<file path="config.mk">
export PLATFORM = sky130hd
export DESIGN_NAME = hamming_enc_arbiter
export DESIGN_NICKNAME = d
export VERILOG_FILES = /design/src/rtl/hamming_enc_arbiter.sv
export SDC_FILE = /design/constraint.sdc
export NUM_CORES = 1
export LEC_CHECK = 0
export CAP_MARGIN = 0
export CORE_MARGIN = 2
export CORE_UTILIZATION = 29
export CTS_BUF_LIST = sky130_fd_sc_hd__clkbuf_16
export CTS_CLUSTER_SIZE = 28
export DETAILED_ROUTE_END_ITERATION = 10
export GPL_TIMING_DRIVEN = 1
export MAX_ROUTING_LAYER = met4
export PLACE_DENSITY_LB_ADDON = 0.25
export SLEW_MARGIN = 20
export SYNTH_ARGS = -nofsm -noshare
export SYNTH_HDL_FRONTEND = slang
export SYNTH_SLANG_ARGS = --single-unit
</file>
<file path="constraint.sdc">
create_clock -name clk -period 5.4 [get_ports clk]
set_clock_uncertainty 0.15 [all_clocks]
set_input_delay 0.81 -clock clk [delete_from_list [all_inputs] [get_ports clk]]
set_output_delay 0.81 -clock clk [all_outputs]
set_load 0.03 [all_outputs]
</file>
<file path="src/rtl/hamming_enc_arbiter.sv">
// Round-robin arbiter feeding one shared SECDED(16,11) encoder; accept-to-out_valid latency is 1 cycle.
// Output register holds while out_ready=0 (no request accepted) and reloads on the same edge it drains.
module hamming_enc_arbiter #(
   parameter int SEQ_W = 8
) (
   input  logic             clk,
   input  logic             rst,
   input  logic             req0_valid,
   input  logic [10:0]      req0_data,
   output logic             req0_ready,
   input  logic             req1_valid,
   input  logic [10:0]      req1_data,
   output logic             req1_ready,
   output logic             out_valid,
   input  logic             out_ready,
   output logic [15:0]      out_cw,
   output logic             out_src,
   output logic [SEQ_W-1:0] out_seq
);

   typedef struct packed {
      logic [15:0]      cw;
      logic             src;
      logic [SEQ_W-1:0] seq;
   } out_t;

   // Data-bit coverage of each Hamming parity bit, d[10] on the left.
   localparam logic [10:0] P1_MASK = 11'h55B;
   localparam logic [10:0] P2_MASK = 11'h66D;
   localparam logic [10:0] P3_MASK = 11'h78E;
   localparam logic [10:0] P4_MASK = 11'h7F0;

   function automatic logic [15:0] encode(input logic [10:0] d);
      logic p0, p1, p2, p3, p4;
      p1 = ^(d & P1_MASK);
      p2 = ^(d & P2_MASK);
      p3 = ^(d & P3_MASK);
      p4 = ^(d & P4_MASK);
      p0 = ^{d, p4, p3, p2, p1};
      return {d, p4, p3, p2, p1, p0};
   endfunction

   out_t             out_q;
   logic             out_valid_q;
   logic [SEQ_W-1:0] seq_cnt;
   logic             rr_last;

   logic             can_load;
   logic             grant0;
   logic             grant1;
   logic             accept;
   logic [10:0]      sel_data;

   // rr_last=1 means ch1 was served last, so ch0 wins a tie.
   always_comb begin
      can_load = !out_valid_q | out_ready;
      grant0   = req0_valid & (!req1_valid | rr_last);
      grant1   = req1_valid & (!req0_valid | !rr_last);
      sel_data = grant1 ? req1_data : req0_data;
   end

   assign req0_ready = !rst & can_load & grant0;
   assign req1_ready = !rst & can_load & grant1;
   assign accept     = req0_ready | req1_ready;

   always_ff @(posedge clk) begin
      if (rst) begin
         out_q       <= '0;
         out_valid_q <= 1'b0;
         seq_cnt     <= '0;
         rr_last     <= 1'b1;
      end else if (accept) begin
         out_q.cw    <= encode(sel_data);
         out_q.src   <= grant1;
         out_q.seq   <= seq_cnt;
         out_valid_q <= 1'b1;
         seq_cnt     <= seq_cnt + 1'b1;
         rr_last     <= grant1;
      end else if (out_ready) begin
         out_valid_q <= 1'b0;
      end
   end

   assign out_valid = out_valid_q;
   assign out_cw    = out_q.cw;
   assign out_src   = out_q.src;
   assign out_seq   = out_q.seq;

endmodule
</file>
==> impl_metrics.yaml <==
status:
  status: "finished clean"
die:
  dieHeight_um: 83.8
  dieArea_um2: 7030
  core_um2: 6240
  die_w_um: 83.8
  initial_utilization_pct: 29.6
  row_count: 29
  io_pins: 55
timing:
  finalCriticalPeriod_ns: 3.66
  maxSlewViolCount: 0
  max_slew_margin_pct: 44.3
  rsz0062_at_grt: "false"
  finalHoldViolations: 0
  tns_ns: 0
  worstMarginPinSlew_ns: 0.831
  setup_viol: 0
  max_freq_mhz: 273
  period_share_pct: 67.8
  fin_hold_ws_ns: 0.301
worst_setup_path:
  cp.arrival_ns: 2.70
  cp_slowest_stage_delay_ns: 0.67
  crit_chain: "clkdlybuf4s50_1 > a21boi_2 > buf_4 > and3_1 > clkdlybuf4s50_1"
  worstSetupEndpointType: "output pin"
  worst-setup-path-type: "in -> out"
  crit_cells: 5
  cp.required_ns: 4.44
  cp_common_cell: "clkdlybuf4s50_1"
  reg2reg_depth: 6
  critPathSlowestCell: "clkdlybuf4s50_1"
  path_delay_family: "buffers and inverters"
  crit_path_start_kind: "primary input"
  crit_fanout: 20
  cp_num_buf_inv: 3
power_and_ir_drop:
  p_leak_nw: 0.990
  p_switching_mw: 0.238
  intPower_mw: 0.656
  combPwrFrac_pct: 26.8
  power.density_nw_per_um2: 337
  ir_worst_vdd_mv: 0.197
  p_sw_share_pct: 26.6
  p_seq_share_pct: 32.0
  clkPwrFrac_pct: 41.3
synth:
  yosysSeqAreaShare_pct: 37.9
  synth_cell_types: 30
  synth_nets: 231
  ys_warn_count: 0
  yosys_register_bits: 35
  netlist_area_um2: 1850
  syn_area_per_cell_um2: 9.10
  syn_inst: 203
cells_and_area:
  multi_input_area_um2: 1090
  n_antenna_cell: 0
  fin_nets: 285
  synthToLayoutAreaGrowth_pct: 43.7
  n_fill_cell: 617
  drive_gt1_share_pct: 6.98
  register_area_um2: 701
detailed_routing:
  viasPerCell: 4.50
  wl_per_cell_um: 12.4
  dr_total_vias: 1506
  drc_errors: 0
  ant_nets: 0
  wl_mm: 4.15
  first_iter_violations: 60
  drt_pass1_iterations: 4
grt:
  grt_util_all_layers_pct: 13.3
  grt_antenna_before_repair: 0
  gr-total-overflow: 0
  grt_pass1_vias: 1497
  grt_max_degree: 35
  grt_pass1_wl_mm: 7.10
clock_tree:
  cts.repair.resized: 0
  clk_pin_slew_ns: 0.05
  clock_latency_ns: 0.28
  postCtsSetupBuffers: 0
  cts.path.max_buffers: 2
  cts_buffers: 5
  ctsHoldBuffers: 0
  cts_sinks: 35
  root_buffer: "clkbuf_16"
  tritoncts: "built"
  htree_num_levels: 2
hold_path:
  hold_depth: 2
  min_path_type: "reg -> reg"
placement:
  gp_routability_congestion: 0.790
  dpl.hpwl_mm: 3.13
  port_buffers: 54
job:
  cap_viol_max_count: 0
-- routing by layer --
metal | up-vias | GRT usage, % | part of all wire (%)
met5 | - | - | 0
met4 | 0 | 7.33 | 3.2
met3 | 12 | 3.66 | 5.2
met2 | 44 | 18.7 | 41
met1 | 656 | 17.1 | 51
li1 | 794 | - | -
-- synthesized netlist by cell type, drive strengths merged --
master  number  area share (%)
nor3         4             1.1
a211oi      13             5.3
nand4        2            0.68
o211ai       1            0.41
xor2        12             5.7
dfxtp       35              38
nand3        3            0.81
mux2i       13             7.7
a21oi       12             3.2
ha           1            0.68
a31o         1            0.47
buf          4             1.7
and4         1            0.47
xnor2       31              15
a21boi       1            0.41
nor2        27             5.5
clkbuf       7             1.4
nand2b       2            0.68
nor2b        1            0.34
xnor3        3             3.8
a21o         1            0.41
inv          2            0.41
and3         3             1.0
o21ai        2            0.54
nand2       21             4.3
-- worst paths after layout --
path | from | endpoint | slack, ns
worst max register to register | out_valid | seq_cnt[4] | 3.18
worst min-delay path | out_seq[4] | out_seq[4] | 0.30
worst min register to register | out_seq[4] | out_seq[4] | 0.30
worst max-delay path | req1_valid | req1_ready | 1.74
-- stage by stage --
stage          power (mW)  instance area (µm²)  setup WS, ns  util, %  cells
6_report            0.894                 2660          1.74     42.5    335
5_1_grt             0.935                 2660          1.64     42.5    335
4_1_cts             0.906                 2660          1.73     42.5    335
3_5_place_dp        0.532                 2470          1.74     39.5    327
3_3_place_gp        0.532                 2470          1.74     39.5    327
2_1_floorplan       0.453                 1850          2.75        -    203
-- placed cells by master (no fill, tap or decap) --
master           Yosys  layout
xnor2_1             30      30
nand2_1             21      21
clkdlybuf4s50_1      0      54
and3_1               3       3
dfxtp_1             35      35
a31o_2               1       1
and4_1               1       1
a21boi_2             0       1
o211ai_1             1       1
o21ai_0              2       2
xnor3_2              2       2
a21oi_1             12      12
inv_1                2       3
ha_1                 1       1
a211oi_1            13      13
nor2_1              27      27
nor3_1               4       3
xnor3_1              1       1
clkbuf_16            0       5
nor3_2               0       1
xnor2_2              1       1
nand4_1              2       2
mux2i_4              1       1
mux2i_1             12      12
xor2_1              12      12
bufinv_16            0       2
nand3_1              3       3
buf_4                2       4
nor2b_1              1       1
nand2b_1             2       2
a21o_1               1       1
-- logic make-up after synthesis --
kind of cell | share of synthesized area (%)
AOI/OAI and AO/OA | 10.8
xor gates and xnor gates | 24.6
adders and majority gates | 0.677
muxes | 7.72
and+or+nand+nor | 14.8
DFF | 37.9
buffers and inverters | 3.52
-- final cells by class --
class | instances | area share [%]
sequential | 35 | 26.4
inverter | 2 | 0.283
clock buffer | 5 | 4.71
multi-input combinational | 155 | 41.1
clock inverter | 3 | 2.40
timing repair buffer | 58 | 21.5
tap | 77 | 3.63
-- sequential cells by signal, indices dropped and copies added, names as in the netlist --
| register | cells |
|---|---|
| seq_cnt | 8 |
| out_cw | 16 |
| out_seq | 8 |
| out_src | 1 |
| rr_last | 1 |
| out_valid | 1 |
-- tightest hold or removal path, delay by kind of cell (launching register included) --
family | cells | cell delay [ns]
and+or+nand+nor | 1 | 0.05
DFF | 1 | 0.30
AOI/OAI and AO/OA | 1 | 0.05
-- power by group through the flow --
stage	sequential (mW)	combinational [mW]	clock, mW
CTS	0.286	0.241	0.378
floorplan	0.320	0.133	0
detailed placement	0.291	0.241	0
finish	0.286	0.239	0.369
global placement	0.291	0.240	0
global route	0.289	0.257	0.389
No activity file was read; power rests on OpenSTA's default activity.
